--- config.mk ---
export PLATFORM = sky130hd
export DESIGN_NAME = switch_event_debounce
export DESIGN_NICKNAME = d
export VERILOG_FILES = /design/src/rtl/board_timing_pkg.sv /design/src/rtl/debounce_filter.sv /design/src/rtl/switch_event_debounce.sv
export SDC_FILE = /design/constraint.sdc
export NUM_CORES = 1
export LEC_CHECK = 0
export CORE_ASPECT_RATIO = 0.75
export CORE_MARGIN = 4
export CORE_UTILIZATION = 55
export CTS_BUF_LIST = sky130_fd_sc_hd__clkbuf_8
export DETAILED_ROUTE_END_ITERATION = 16
export PLACE_DENSITY = 0.76
export SLEW_MARGIN = 20
export SYNTH_ARGS = -nofsm -noshare
export SYNTH_HDL_FRONTEND = slang
export SYNTH_SLANG_ARGS = --single-unit
--- constraint.sdc ---
create_clock -name i_Clk -period 2.5 [get_ports i_Clk]
set_input_delay 0.5 -clock i_Clk [delete_from_list [all_inputs] [get_ports i_Clk]]
set_output_delay 0.5 -clock i_Clk [all_outputs]
set_load 0.02 [all_outputs]
--- src/rtl/board_timing_pkg.sv ---
// Shared board timing constants for the 25 MHz Go Board and the repeat-FSM state type.
package board_timing_pkg;

  localparam int unsigned CLK_HZ        = 25_000_000;
  localparam int unsigned CYCLES_PER_MS = CLK_HZ / 1000;

  localparam int unsigned DEBOUNCE_MS      = 10;
  localparam int unsigned REPEAT_DELAY_MS  = 500;
  localparam int unsigned REPEAT_PERIOD_MS = 100;

  localparam int unsigned DEBOUNCE_CYCLES      = CYCLES_PER_MS * DEBOUNCE_MS;
  localparam int unsigned REPEAT_DELAY_CYCLES  = CYCLES_PER_MS * REPEAT_DELAY_MS;
  localparam int unsigned REPEAT_PERIOD_CYCLES = CYCLES_PER_MS * REPEAT_PERIOD_MS;

  typedef enum logic [1:0] {
    IDLE,
    HOLD_DELAY,
    REPEATING
  } repeat_state_e;

endpackage

--- src/rtl/debounce_filter.sv ---
// Two-flop synchroniser plus counter-based debounce; the stable level flips only after
// DEBOUNCE_LIMIT consecutive cycles of disagreement.
module debounce_filter
  import board_timing_pkg::*;
#(
  parameter int unsigned DEBOUNCE_LIMIT = DEBOUNCE_CYCLES
) (
  input  logic clk,
  input  logic rst,
  input  logic raw,
  output logic level,
  output logic flip
);

  localparam int unsigned CNT_W = $clog2(DEBOUNCE_LIMIT);

  logic             sync0_q, sync1_q;
  logic             stable_q, stable_d;
  logic [CNT_W-1:0] cnt_q, cnt_d;

  // flip is the load strobe of the stable flop, so the parent can register edge pulses that
  // land in the same cycle as the level change.
  always_comb begin
    stable_d = stable_q;
    cnt_d    = '0;
    flip     = 1'b0;
    if (sync1_q != stable_q) begin
      if (cnt_q == CNT_W'(DEBOUNCE_LIMIT - 1)) begin
        flip     = 1'b1;
        stable_d = sync1_q;
      end else begin
        cnt_d = cnt_q + 1'b1;
      end
    end
  end

  always_ff @(posedge clk) begin
    if (rst) begin
      sync0_q  <= 1'b0;
      sync1_q  <= 1'b0;
      stable_q <= 1'b0;
      cnt_q    <= '0;
    end else begin
      sync0_q  <= raw;
      sync1_q  <= sync0_q;
      stable_q <= stable_d;
      cnt_q    <= cnt_d;
    end
  end

  assign level = stable_q;

endmodule

--- src/rtl/switch_event_debounce.sv ---
// Debounced push-button with registered press/release pulses and an auto-repeat pulse
// train while the button is held.
module switch_event_debounce
  import board_timing_pkg::*;
#(
  parameter int unsigned DEBOUNCE_LIMIT = DEBOUNCE_CYCLES,
  parameter int unsigned REPEAT_DELAY   = REPEAT_DELAY_CYCLES,
  parameter int unsigned REPEAT_PERIOD  = REPEAT_PERIOD_CYCLES,
  parameter bit          REPEAT_EN      = 1'b1
) (
  input  logic i_Clk,
  input  logic i_Rst,
  input  logic i_Switch,
  output logic o_Switch,
  output logic o_Press,
  output logic o_Release,
  output logic o_Repeat
);

  localparam int unsigned TMR_MAX = (REPEAT_DELAY > REPEAT_PERIOD) ? REPEAT_DELAY : REPEAT_PERIOD;
  localparam int unsigned TMR_W   = (TMR_MAX > 1) ? $clog2(TMR_MAX) : 1;

  logic level, flip;

  debounce_filter #(
    .DEBOUNCE_LIMIT(DEBOUNCE_LIMIT)
  ) u_filter (
    .clk  (i_Clk),
    .rst  (i_Rst),
    .raw  (i_Switch),
    .level(level),
    .flip (flip)
  );

  repeat_state_e    state_q, state_d;
  logic [TMR_W-1:0] tmr_q, tmr_d;
  logic             press_q, press_d;
  logic             release_q, release_d;
  logic             repeat_q, repeat_d;

  always_comb begin
    state_d   = state_q;
    tmr_d     = tmr_q;
    press_d   = flip & ~level;
    release_d = flip & level;
    repeat_d  = 1'b0;
    if (!REPEAT_EN || release_d) begin
      // Release wins over any repeat due in the same cycle.
      state_d = IDLE;
      tmr_d   = '0;
    end else begin
      case (state_q)
        IDLE: begin
          if (press_d) begin
            state_d = HOLD_DELAY;
            tmr_d   = '0;
          end
        end
        HOLD_DELAY: begin
          if (tmr_q == TMR_W'(REPEAT_DELAY - 1)) begin
            repeat_d = 1'b1;
            tmr_d    = '0;
            state_d  = REPEATING;
          end else begin
            tmr_d = tmr_q + 1'b1;
          end
        end
        REPEATING: begin
          if (tmr_q == TMR_W'(REPEAT_PERIOD - 1)) begin
            repeat_d = 1'b1;
            tmr_d    = '0;
          end else begin
            tmr_d = tmr_q + 1'b1;
          end
        end
        default: begin
          state_d = IDLE;
          tmr_d   = '0;
        end
      endcase
    end
  end

  always_ff @(posedge i_Clk) begin
    if (i_Rst) begin
      state_q   <= IDLE;
      tmr_q     <= '0;
      press_q   <= 1'b0;
      release_q <= 1'b0;
      repeat_q  <= 1'b0;
    end else begin
      state_q   <= state_d;
      tmr_q     <= tmr_d;
      press_q   <= press_d;
      release_q <= release_d;
      repeat_q  <= repeat_d;
    end
  end

  assign o_Switch  = level;
  assign o_Press   = press_q;
  assign o_Release = release_q;
  assign o_Repeat  = repeat_q;

endmodule

-- Yosys cells after proc, flatten, opt, wreduce, memory -nomap -nowiden
Index checks and enable logic that the tools add are counted.
Widths: inputs -> output; s select.
- $add $sub $neg: 2
- equality and inequality tests: 8
- muxes and demuxes: 12
- bitwise logic cells: 5
- reduce and logical (&&, ||, !) cells: 5
- operators by type and width (kind ; count):
    $mux 24 ; 3
    $pmux 24 s3 ; 1
    $add 24x1->24 const B ; 1
    $eq 24x22->1 const B ; 1
    $eq 24x24->1 const B ; 1
    $add 18x1->18 const B ; 1
    $eq 18x18->1 const B ; 1
    $pmux 2 s3 ; 1
    $mux 1 ; 4
    $mux 2 ; 2
    $ne 2x2->1 const B ; 2
    $not 1->1 ; 3
    $reduce_and 3->1 ; 1
    $reduce_or 3->1 ; 1
    $and 1x1->1 ; 2
    $eq 2x1->1 const B ; 1
    $eq 2x2->1 const B ; 1
    $logic_not 2->1 ; 1
    $pmux 1 s2 ; 1
    $reduce_and 2->1 ; 1
    $reduce_or 2->1 ; 1
    $ne 1x1->1 ; 1
- bits in registers: 50
- input bits: 3
- output and inout bits: 4
- logic and storage cells: 41

-- Longest topological paths before layout
Gate-level depths: netlist of the first run.
- word-level depth: 6
- depth in mapped cells: 8
- mapped depth without buffers: 7

-- Hierarchy
A second synthesis of the first run with hierarchy kept.
- cell total of the unflattened synthesis: 288
- area total of the unflattened synthesis: 2486.1 µm²
- modules (own cells, without submodules) (module ; times used ; cells an instance ; area an instance (µm²) ; sequential area each (µm²)):
    switch_event_debounce ; 1 ; 183 ; 1542.7 ; 580.6
    debounce_filter ; 1 ; 105 ; 943.4 ; 420.4

-- Least setup slack after synthesis of the first run
Ideal clock, no wire load.
- path kind: register to register
- start point: register tmr_q[0]
- end point: register tmr_q[12]
- library setup time: 126 ps
- arrival time: 1795 ps
- data required time: 2374 ps
- path slack: 579 ps
- stages on the path, launching flop included: 8
- path buffers: 0
- period minus slack after synthesis: 1921 ps
- path through: dfxtp_1 ha_1 nand3_2 or3_4 or3_4 and2_4 a22oi_4 o31ai_2
- cells in the longest elaborated chain, start to end: 3
- ends and longest elaborated chain (element ; RTL line ; text):
    from (decl) ; switch_event_debounce.sv:36 ; logic [TMR_W-1:0] tmr_q, tmr_d;
    from (signal assigned) ; switch_event_debounce.sv:93 ; tmr_q <= tmr_d;
    $add 24x1->24 (tied with other cells) ; switch_event_debounce.sv:65, switch_event_debounce.sv:73 ;
    $mux 24, on equally long branches ; switch_event_debounce.sv:69, switch_event_debounce.sv:60 ;
    $pmux 24 s3 (*) ; switch_event_debounce.sv:52 ; case (state_q)
Mark *: on every way between the ends. The rest lies on a longest branch, timed or not.
A chain may end at the register's enable or synchronous reset.

-- Final worst setup path of the first run
- start point: register u_filter.cnt_q[0]
- end point: register tmr_q[17]
- cells in the longest elaborated chain, start to end: 5
- ends and longest elaborated chain (element ; RTL line ; text):
    from (decl) ; debounce_filter.sv:19 ; logic [CNT_W-1:0] cnt_q, cnt_d;
    from (signal assigned) ; debounce_filter.sv:47 ; cnt_q <= cnt_d;
    $eq 18x18->1 (*) ; debounce_filter.sv:28 ; if (cnt_q == CNT_W'(DEBOUNCE_LIMIT - 1)) begin
    $mux 1 (*) ; debounce_filter.sv:28 ;
    $mux 1 (*) ; debounce_filter.sv:27 ; if (sync1_q != stable_q) begin
    $and 1x1->1, on equally long branches ; switch_event_debounce.sv:44, switch_event_debounce.sv:45 ;
    $ne 2x2->1 (no source line) / $reduce_or 2->1 (equally long branches) ; - ;
Marks and branches as above.

==> results.cfg, run 1 <==
[floorplan]
ios = 7
die_h_um = 68.63
fp.dieW_um = 88.83
rows = 21
initial_core_util = 0.5861
fp.dieArea_um2 = 6096
core_um2 = 4598

[cts]
ctsHtreeMaxLevel = 2
cts_hold_buf = 0
insertion_delay_ps = 310
postCtsResizedCells = 0
cts_buffers = 5
cts_setup_buffers = 0
cts_sinks = 50
clkTransAtPathRegs_ps = 100
root_buffer = clkbuf_8
cts_tree = yes
cts_max_path_buffers = 2

[finish]
area_growth_pct = 7.660
fin_area_um2 = 2902
final_nets = 322
drive_above_1_share = 0.1178
final_util = 0.6310
num_antenna_cells = 0

[setup_path]
crit_chain = ha_1 > and3_2 > nand4b_4 > o31ai_4 > nor2_1 > buf_4 > a22oi_2 > o31ai_2
crit_arrival_ps = 2370
crit_family = compound AO/OA/AOI/OAI gates
critPathLaunchType = register
slowest_stage = dfxtp_1
slowest_delay_ps = 380
cp_data_required_time_ps = 2690
crit_fanout = 20
cp_num_buf_inv = 1
worstRegToRegCells = 8
crit_path_end_kind = register
crit_cells = 8
crit_type = register to register

[grt]
busiest_layer = met1
met2_usage = 0.2676
met3_usage = 0.04632
grt_max_degree = 24
grt_pass1_wl_um = 9694
antenna_found_initial = 0
use_met1 = 0.3158
grt_pass1_vias = 1991
overflow = 0
grtUsageTotal = 0.2053

[timing]
rsz0062_at_grt = false
setup-violations-final = 0
worst_pin_slew_ps = 572.7
fin_crit_ps = 2176
max_freq_ghz = 0.4596
hold_violations = 0
max_slew_margin = 0.6182
whs_ps = 454.4
fin_skew_ps = 8.152
fin_crit_sh = 0.8704
final_max_slew_viol_count = 0
tns_ps = 0

[placed_design]
gp_congestion = 0.8166
port_buffers = 6
placedInstanceArea_um2 = 2791
dp_hpwl_um = 3986

[detailed_routing]
postRouteAntennaNets = 0
drt-vias-per-instance = 6.084
firstDrtPassIters = 5
drc = 0
drt_iter0_markers = 248
wirelength_um = 5579
wire_per_inst_um = 15.04
vias = 2257

[pwr]
power.leakage_nw = 0.9607
p_per_area_nw_per_um2 = 479.2
power.total_mw = 1.390
vdd_drop_max_mv = 0.4149

[logic_synthesis]
syn_inst = 307
synth_edf_count = 0
syn-num-nets = 316
synth_area_per_cell_um2 = 8.779
yosys_most_used_dff = dfxtp_1
syn_area_um2 = 2695
ys_seq_elements = 50
synth_cell_types = 56
yosysSeqAreaShare = 0.3714
async_flop_share = 0
ys_warn_count = 0

[job]
cap_viol_max_count = 0

[run_status]
outcome = completed

[worst_hold_path]
min_path_type = register to register
min_delay_path_depth = 1
-- report_power, final --
part	internal [mW]	switching [mW]	leakage (nW)
registers	0.798	0.00115	0.403
clock network	0.295	0.274	0.0556
logic	0.00820	0.0150	0.502
total	1.10	0.290	0.961
-- through the flow --
stage / cells / setup slack, ps
finish: 371 / 324.0
global route: 371 / 133.4
CTS: 371 / 338.4
detailed placement: 363 / 311.0
global placement: 363 / 346.6
floorplan: 307 / 579.0
-- cell type report --
class / count / area (µm²)
Fill cell: 379 / 1697
Multi-Input combinational cell: 237 / 1595
Sequential cell: 50 / 1001
Timing Repair Buffer: 10 / 90.09
Tap cell: 57 / 71.32
Clock buffer: 5 / 68.82
Clock inverter: 3 / 41.29
Inverter: 9 / 33.78
-- flip-flops by register name, summed over array words and instances, names as in the netlist --
register / flops
o_Press: 1
tmr_q: 24
u_filter.level: 1
state_q: 2
o_Repeat: 1
u_filter.sync0_q: 1
u_filter.sync1_q: 1
u_filter.cnt_q: 18
o_Release: 1
-- worst paths after layout --
check             slack (ps)                to              start
setup reg to reg         320         tmr_q[17]  u_filter.cnt_q[0]
setup / recovery         320         tmr_q[17]  u_filter.cnt_q[0]
hold reg to reg          450  u_filter.sync1_q   u_filter.sync0_q
hold / removal           450  u_filter.sync1_q   u_filter.sync0_q
-- synth_stat cells, types with 3 or more instances --
cell type / instances / area, µm²
dfxtp_1: 50 / 1001
nand3_1: 37 / 185.2
nor2_1: 34 / 127.6
nand2_1: 31 / 116.4
a21oi_1: 9 / 45.04
inv_1: 9 / 33.78
nand4_1: 9 / 56.30
xor2_1: 9 / 78.83
and3_1: 7 / 43.79
buf_2: 7 / 35.03
nor3_1: 7 / 35.03
o311ai_1: 7 / 61.31
xnor2_1: 7 / 61.31
and4_1: 6 / 52.55
ha_1: 6 / 75.07
o311ai_2: 5 / 81.33
a22oi_1: 4 / 30.03
nand2b_1: 4 / 25.02
nor4b_1: 4 / 35.03
and2_1: 3 / 18.77
nor2b_1: 3 / 18.77
o21ai_0: 3 / 15.01
o21ai_1: 3 / 15.01
-- layout by cell type (no fill, tap or decap), types with 3 or more instances in the layout --
cell type | Yosys | final
and2_1 | 3 | 3
nand4_1 | 9 | 9
nor2b_1 | 3 | 3
dfxtp_1 | 50 | 50
nand2_1 | 31 | 31
nor3_1 | 7 | 7
and3_1 | 7 | 7
nand3_1 | 37 | 37
clkdlybuf4s50_1 | 0 | 6
xnor2_1 | 7 | 7
o311ai_1 | 7 | 7
nor2_1 | 34 | 34
nand2b_1 | 4 | 4
o21ai_1 | 3 | 3
xor2_1 | 9 | 9
buf_4 | 0 | 4
inv_1 | 9 | 10
ha_1 | 6 | 6
o311ai_2 | 5 | 5
a21oi_1 | 9 | 9
and4_1 | 6 | 6
clkbuf_8 | 0 | 5
nor4b_1 | 4 | 4
o21ai_0 | 3 | 3
a22oi_1 | 4 | 4
-- metal layers --
metal / wire length, µm / vias up
met5: 0 / -
met4: 100 / 0
met3: 274 / 14
met2: 2134 / 65
met1: 3070 / 1045
li1: - / 1133
-- kinds of logic after synthesis --
| group | count (synthesis) | synth area share |
|---|---|---|
| XOR/XNOR | 16 | 0.05200 |
| AO/OA/AOI/OAI | 50 | 0.1695 |
| buffers and inverters | 20 | 0.03667 |
| AND/OR/NAND/NOR | 165 | 0.3426 |
| adder cells (fa/ha/maj) | 6 | 0.02785 |
| flip-flops | 50 | 0.3714 |
Note: power is estimated with default switching activity, not from simulation.
==> run 2, diff against run 1 <==
- CORE_UTILIZATION: 55 -> 35
- PLACE_DENSITY: 0.76 -> 0.54
- clock period: 2.5 -> 2.3 ns (I/O delays scaled with it)
==> results.cfg, run 2 (same netlist as run 1, synthesis figures left out) <==
[run_status]
outcome = completed

[setup_path]
cp-startpoint = u_filter.cnt_q[0]
crit_type = register to register
slowest_stage = dfxtp_1
critPathLaunchType = register
crit_arrival_ps = 2240
crit_family = compound AO/OA/AOI/OAI gates
crit_fanout = 20
crit_path_end_kind = register
cp_num_buf_inv = 1
slowest_delay_ps = 370
crit_chain = ha_1 > and3_2 > nand4b_4 > o31ai_4 > nor2_1 > buf_4 > a22oi_1 > o31ai_1
cp_data_required_time_ps = 2490
worstReg2RegStart = u_filter.cnt_q[0]

[timing]
max_freq_ghz = 0.4865
tns_ps = 0
hold_violations = 0
fin_crit_sh = 0.8938
final_max_slew_viol_count = 0
max_slew_margin = 0.6589
worst_pin_slew_ps = 507.8
whs_ps = 447.6
fin_crit_ps = 2056
setup-violations-final = 0
rsz0062_at_grt = false
fin_skew_ps = 5.990

[cts]
root_buffer = clkbuf_8
cts_tree = yes
ctsHtreeMaxLevel = 2
cts_sinks = 50
cts_max_path_buffers = 2
insertion_delay_ps = 300
cts_buffers = 5
cts_setup_buffers = 0
clkTransAtPathRegs_ps = 90

[detailed_routing]
drc = 0
drt-vias-per-instance = 5.294
drt_iter0_markers = 116
wire_per_inst_um = 13.66
postRouteAntennaNets = 0
firstDrtPassIters = 4
vias = 2213
wirelength_um = 5711

[finish]
mostFrequentLayoutCells = 50 x dfxtp_1, 37 x nand3_1, 34 x nor2_1
layoutNonFillerInstCount = 418
drive_above_1_share = 0.1262
final_nets = 325
reg.largest.list = tmr_q x24, u_filter.cnt_q x18, state_q x2
area_growth_pct = 10.31
final_common_cell = dfxtp_1
largest_reg_flops = 24
num_antenna_cells = 0
final_util = 0.4018
top_register = tmr_q

[placed_design]
gp_congestion = 0.7685
port_buffers = 6
dp_cells = 410
dp_hpwl_um = 4151

[pwr]
power.leakage_nw = 0.9748
power.total_mw = 1.428
vdd_drop_max_mv = 0.2313
p_per_area_nw_per_um2 = 480.3

[worst_hold_path]
hp-start = u_filter.sync0_q
min_path_type = register to register

[floorplan]
die_h_um = 84.00
fp.dieArea_um2 = 9183
initial_core_util = 0.3643
rows = 27
fp.dieW_um = 109.3
ios = 7
core_um2 = 7398

[grt]
busiest_layer = met1
grt_pass1_vias = 2072
met3_usage = 0.02784
overflow = 0
grtUsageTotal = 0.1371
use_met1 = 0.2157
grt_pass1_wl_um = 10250
grt_max_degree = 24
antenna_found_initial = 0
met2_usage = 0.1889

[job]
cap_viol_max_count = 0
==> run 2: cell types whose count changed in the layout (fill, tap and decap cells not counted) <==
cell / previous run / this run
buf_12: 0 / 1
clkinvlp_4: 1 / 0
a21boi_1: 0 / 1
clkinv_2: 0 / 1
clkbuf_8: 5 / 6
bufinv_16: 1 / 0
buf_4: 4 / 6
a21boi_0: 1 / 0
==> run 2: routing by layer <==
layer | up-vias | wire [µm]
met5 | - | 0
met4 | 0 | 46
met3 | 5 | 159
met2 | 20 | 2323
met1 | 1042 | 3180
li1 | 1146 | -
==> run 2: path summary, 6_finish.rpt <==
check | end | slack [ps] | depth (start not counted)
max | tmr_q[18] | 240 | 8
min | u_filter.sync1_q | 450 | 1
max reg2reg | tmr_q[18] | 240 | 8
min reg2reg | u_filter.sync1_q | 450 | 1
==> run 2: worst register-to-register path: stages (launching register included) <==
cell and delay (ps):
dfxtp_1 370, ha_1 220, and3_2 270, nand4b_4 190
o31ai_4 310, nor2_1 70, buf_4 220, a22oi_1 220
o31ai_1 90
==> run 2: through the flow <==
step                      cell area (µm²)  setup slack [ps]
after CTS                            2973             196.5
after floorplan                      2695             379.0
after global routing                 2973             28.85
after detailed placement             2882             238.0
final                                2973             244.3
after global placement               2882             222.1
==> run 2: timing repair <==
action                     CTS  global route
hold buffers                 0             0
setup endpoints to repair    0             1
gates resized for setup      0             1
==> run 2: layout make-up <==
cell class / count / area, µm²
fill: 747 / 4425
multi-input combinational: 237 / 1595
sequential: 50 / 1001
tap: 101 / 126.4
timing repair buffer: 13 / 125.1
clock buffer: 6 / 82.58
inverter: 9 / 33.78
clock inverter: 2 / 8.758
==> run 2: power by group <==
| part | switching [mW] | leakage [nW] | total (mW) | internal, mW |
|---|---|---|---|---|
| clock | 0.293 | 0.0524 | 0.532 | 0.239 |
| sequential | 0.00115 | 0.403 | 0.868 | 0.867 |
| combinational | 0.0172 | 0.519 | 0.0278 | 0.0106 |
| total | 0.311 | 0.975 | 1.43 | 1.12 |
